### src/rtl/fifo_write_arbiter.sv
// Round-robin arbiter sharing one FIFO write port among NUM_REQ producers.
// Optional ARB_STATS_EN adds a saturating words_written counter.
module fifo_write_arbiter #(
  parameter int NUM_REQ   = 4,
  parameter int DATA_W    = 4,
  parameter int MAX_BURST = 4
) (
  input  logic                      clk,
  input  logic                      reset,
  input  logic [NUM_REQ-1:0]        req,
  input  logic [NUM_REQ*DATA_W-1:0] req_data,
  output logic [NUM_REQ-1:0]        grant,
  output logic [NUM_REQ-1:0]        ack,
  input  logic                      fifo_full,
  output logic                      fifo_wr_en,
  output logic [DATA_W-1:0]         fifo_data
`ifdef ARB_STATS_EN
  ,
  output logic [15:0]               words_written
`endif
);

  localparam int PTR_W = (NUM_REQ > 1) ? $clog2(NUM_REQ) : 1;
  localparam logic [3:0] LAST = 4'(MAX_BURST - 1);
  localparam logic [PTR_W-1:0] TOP = PTR_W'(NUM_REQ - 1);

  typedef enum logic {
    S_IDLE,
    S_BURST
  } state_t;

  state_t             state_q, state_d;
  logic [NUM_REQ-1:0] grant_q, grant_d;
  logic [PTR_W-1:0]   rr_ptr_q, rr_ptr_d;
  logic [3:0]         burst_cnt_q, burst_cnt_d;

  logic [PTR_W-1:0]   g_idx;
  logic [PTR_W-1:0]   g_next;
  logic [PTR_W-1:0]   pick_ptr;
  logic [NUM_REQ-1:0] pick_oh;
  logic               g_req;
  logic               acc;
  logic               burst_end;

  // First set request at or after p, searching cyclically.
  function automatic logic [NUM_REQ-1:0] rr_pick(
    input logic [NUM_REQ-1:0] r,
    input logic [PTR_W-1:0]   p
  );
    logic [NUM_REQ-1:0] oh;
    int j;
    oh = '0;
    for (int k = NUM_REQ - 1; k >= 0; k--) begin
      j = (int'(p) + k) % NUM_REQ;
      if (r[j]) begin
        oh    = '0;
        oh[j] = 1'b1;
      end
    end
    return oh;
  endfunction

  // Index of the granted producer.
  always_comb begin
    g_idx = '0;
    for (int i = 0; i < NUM_REQ; i++) begin
      if (grant_q[i]) g_idx = PTR_W'(i);
    end
  end

  // Write data mux; zero while idle.
  always_comb begin
    fifo_data = '0;
    for (int i = 0; i < NUM_REQ; i++) begin
      if (grant_q[i]) fifo_data = req_data[i*DATA_W +: DATA_W];
    end
  end

  assign grant      = grant_q;
  assign g_req      = |(grant_q & req);
  assign acc        = g_req & ~fifo_full;
  assign fifo_wr_en = acc;
  assign ack        = grant_q & {NUM_REQ{acc}};

  assign g_next    = (g_idx == TOP) ? '0 : g_idx + 1'b1;
  assign burst_end = (acc && burst_cnt_q == LAST) || !g_req;
  assign pick_ptr  = (state_q == S_BURST) ? g_next : rr_ptr_q;
  assign pick_oh   = rr_pick(req, pick_ptr);

  // Arbitration state register.
  always_ff @(posedge clk) begin
    if (!reset) begin
      state_q     <= S_IDLE;
      grant_q     <= '0;
      rr_ptr_q    <= '0;
      burst_cnt_q <= '0;
    end else begin
      state_q     <= state_d;
      grant_q     <= grant_d;
      rr_ptr_q    <= rr_ptr_d;
      burst_cnt_q <= burst_cnt_d;
    end
  end

  // Next grant: hold during a burst, rearbitrate with no bubble at its end.
  always_comb begin
    state_d     = state_q;
    grant_d     = grant_q;
    rr_ptr_d    = rr_ptr_q;
    burst_cnt_d = burst_cnt_q;
    unique case (state_q)
      S_IDLE: begin
        grant_d = '0;
        if (|req) begin
          state_d = S_BURST;
          grant_d = pick_oh;
        end
      end
      S_BURST: begin
        if (burst_end) begin
          rr_ptr_d    = g_next;
          burst_cnt_d = '0;
          if (|req) begin
            grant_d = pick_oh;
          end else begin
            state_d = S_IDLE;
            grant_d = '0;
          end
        end else if (acc) begin
          burst_cnt_d = burst_cnt_q + 4'd1;
        end
      end
    endcase
  end

`ifdef ARB_STATS_EN
  // Saturating count of words written to the FIFO.
  always_ff @(posedge clk) begin
    if (!reset) begin
      words_written <= '0;
    end else if (fifo_wr_en && words_written != 16'hFFFF) begin
      words_written <= words_written + 16'd1;
    end
  end
`endif

endmodule
### config.mk
export PLATFORM = sky130hd
export DESIGN_NAME = fifo_write_arbiter
export DESIGN_NICKNAME = d
export VERILOG_FILES = /design/src/rtl/fifo_write_arbiter.sv
export SDC_FILE = /design/constraint.sdc
export NUM_CORES = 1
export LEC_CHECK = 0
export CELL_PAD_IN_SITES_DETAIL_PLACEMENT = 1
export CELL_PAD_IN_SITES_GLOBAL_PLACEMENT = 1
export CORE_ASPECT_RATIO = 1.1
export CORE_MARGIN = 2
export CORE_UTILIZATION = 35
export DETAILED_ROUTE_END_ITERATION = 10
export PLACE_DENSITY_LB_ADDON = 0.15
export SYNTH_ARGS = -nofsm -noshare
export SYNTH_HDL_FRONTEND = slang
export SYNTH_SLANG_ARGS = --single-unit
### constraint.sdc
create_clock -name clk -period 6.09 [get_ports clk]
set_input_delay 1.218 -clock clk [delete_from_list [all_inputs] [get_ports clk]]
set_output_delay 1.218 -clock clk [all_outputs]
set_load 0.01 [all_outputs]
==> impl_results.md <==
* Outcome: completed
* Final total negative setup slack at 0 ns
* Port-buffer cells at 35
* Htree depth at 1
* Launch point of the worst hold path: rr_ptr_q[0]
* Number of design rule violations left after detail routing at 0
* Number of I/O pins at 36
* Overall fraction of global-route tracks in use at 17.88%
* Capture instance of the worst register-to-register path: grant[1]
* YS warnings at 0
* Clock root buffer: sky130_fd_sc_hd__clkbuf_4
* Headroom to the max-slew limit at 47.88%
* Number of buffers added for setup after CTS at 0
* Worst reg2reg setup slack at 2.99 ns
* Crit. End Element: output pin
* Synth top area cells: sky130_fd_sc_hd__dfxtp_1, sky130_fd_sc_hd__ha_1, sky130_fd_sc_hd__nor2_1
* Worst EP arrival at 3.32 ns
* Setup clock skew after layout at 0.005082 ns
* Initial core utilization at 35.88%
* Proportion of synthesized flip-flops having asynchronous set or reset at 0%
* Hold Path Stages at 2
* Final #Nets at 201
* Net count of the mapped netlist at 166
* Total congestion overflow at 0
* Clk slew on worst S/H paths at 0.08 ns
* Hold crit path type: flip-flop to flip-flop
* M1 WL at 1.352 mm
* Setup slack after placement at 1.551 ns
* Achievable frequency at 220.4 MHz
* Syn_area_per_cell at 8.021 um^2
* Delay of the slowest critical-path stage at 0.53 ns
* Startpoint of the lowest-slack register-to-register path: grant[2]
* Vias in the first global route at 1088
* Count of vias placed by the detailed router at 1115
* Area share of the leading cell type in the synthesized netlist at 20.49%
* Initial detailed-routing violation count at 25
* Time the final worst path needs with I/O delays and setup at 4.537 ns
* Total length of routed met2 wires at 1.550 mm
* Most common cell in the synthesized netlist: sky130_fd_sc_hd__nor2_1
* Clock tree from TritonCTS: yes
* Number of antenna violations at the first check in global routing at 0
* Die span in x at 56.84 um
* Post-cts sizing count at 0
* First-pass GRT wire length at 5.099 mm
* Detailed Place HPWL at 2.482 mm
* Worst Max-Slew Pin Slew at 0.7801 ns
* Number of enable-type register cells in the synthesized netlist at 0
* Setup-failing EPs final at 0
* Number of distinct library cells after synthesis at 43
* Data required time at the worst endpoint at 4.87 ns
* Inserted Clock Buffers at 3
* Synth Register Bits at 11
* Endpoints failing hold at 0
* Y dimension of the die at 62.12 um
* Met3 wire len at 137 um
* Static power due to leakage at 0.5820 nW
* Core Area at 0.002995 mm^2
* Via count normalized by instance count at 5.520
* Max Buffers Root-to-Sink at 2
* Top routing layer in use: met4
* Fraction of layout cells with a size suffix above 1 at 5.952%
* IR drop worst, VDD at 0.2393 mV
* Max_cap viols at 0
* Drt first pass iters at 4
* Top cells by count, synth: sky130_fd_sc_hd__nor2_1, sky130_fd_sc_hd__dfxtp_1, sky130_fd_sc_hd__nand2_1
* Largest fanout of any net on the critical path at 7
* Sequential area share after synthesis at 20.49%
* Power density over cell area at 420.1 mW/mm^2
* Cell Rows at 21
* Worst setup path class: input port to output pin
* Dominant synthesized flop cell: sky130_fd_sc_hd__dfxtp_1
* Final routed wirelength across all metal layers at 3.072 mm
* Overall die area at 0.003531 mm^2
* Routability-driven placement congestion ratio at 0.8736
* Max-slew violation count at 0
* Largest net degree at the start of global routing at 16
* Smallest hold slack at 0.4602 ns
* Number of diodes added for antenna fixing at 0
* Clock net sink count at 11
* PnR worst setup slack at 1.553 ns
* Cell-by-cell trace of the critical path: clkdlybuf4s50_1 > a22o_1 > a221oi_1 > nor2_1 > and2_1 > clkdlybuf4s50_1
* Synthesis-to-finish area growth at 36.44%
* Mean routed wirelength per cell at 15.21 um
* Post-synthesis instance area at 0.001075 mm^2
* Portion of the clock cycle consumed by the worst path in the final layout at 74.50%
* Cell type with the largest total area after synthesis: sky130_fd_sc_hd__dfxtp_1
* Startpoint type of the worst setup path: input port
* Final antenna-violating net count at 0
* Capture endpoint of the worst hold path: rr_ptr_q[0]
* Gate count after technology mapping at 134
* Quantity of hold-fixing buffers added after cts at 0
* Slowest cell on crit path: sky130_fd_sc_hd__clkdlybuf4s50_1
* Clock insertion delay at the later pin of the skew report at 0.27 ns
* Reg2Reg Depth at 8
* Setup repair after global routing missed its margin: false
* Cell repeated most along the worst path: sky130_fd_sc_hd__clkdlybuf4s50_1
-- stage by stage --
stage	instance area, um^2	cells	power, mW	util, %
after floorplan	1075	134	0.4161	-
after global placement	1440	198	0.5562	48.08
after detailed placement	1440	198	0.5694	48.08
after CTS	1466	202	0.6236	48.96
after global routing	1466	202	0.6722	48.96
final	1466	202	0.6160	48.96
-- logic make-up after synthesis --
kind of cell	count (synthesis)	share of synthesized area, %
flops	11	20.49
simple gates	52	25.38
xor+xnor	3	2.445
mux	4	7.217
buf+inv	14	5.703
compound gates	41	28.29
fa+ha+maj	9	10.48
-- cell usage in the layout, fill, tap and decap left out, drive strengths merged, types with 5 or more instances in the layout --
cell           netlist  final
ha                   9      9
nor2b                7      7
a211oi               6      6
o21ai               11     11
nand2               11     11
clkdlybuf4s50        0     35
nor3                 5      5
inv                  9      9
nor2                14     14
and2                 5      5
dfxtp               11     11
-- power by group --
part / total, mW / leakage [nW] / internal [mW] / switching, mW
Combinational: 0.431 / 0.477 / 0.213 / 0.218
Sequential: 0.133 / 0.0902 / 0.0908 / 0.0425
Clock: 0.0516 / 0.0150 / 0.0254 / 0.0262
-- how the worst max path moves through the flow --
| stage | from | to | slack [ns] | depth (start not counted) |
|---|---|---|---|---|
| CTS | req[1] | ack[2] | 1.56 | 6 |
| floorplan | req[1] | ack[0] | 2.68 | 4 |
| global route | req[1] | ack[3] | 1.39 | 6 |
| finish | req[1] | ack[2] | 1.55 | 6 |
| global placement | req[1] | ack[2] | 1.60 | 6 |
| detailed placement | req[1] | ack[2] | 1.55 | 6 |
-- state kept, by name (all words and copies together), names as in the netlist --
name and cells:
burst_cnt_q 4, state_q 1, rr_ptr_q 2, grant 4
-- routing by layer --
| metal | global-route usage (%) | vias to the layer above |
|---|---|---|
| li1 | - | 555 |
| met1 | 20.89 | 530 |
| met2 | 32.27 | 26 |
| met3 | 2.708 | 4 |
| met4 | 6.686 | 0 |
| met5 | 0 | - |
-- critical path: cells and delay by family --
kind            cells  cell delay (ns)
simple gates        2             0.39
compound gates      2             0.71
buf+inv             2             1.00
-- final cells by class --
| class | instances | area (um^2) |
|---|---|---|
| clock buffer | 4 | 26.28 |
| fill | 367 | 1529 |
| inverter | 9 | 33.78 |
| multi-input combinational | 109 | 793.3 |
| sequential | 11 | 220.2 |
| tap | 34 | 42.54 |
| timing repair buffer | 35 | 350.3 |
Power figures use the tool's default switching activity.
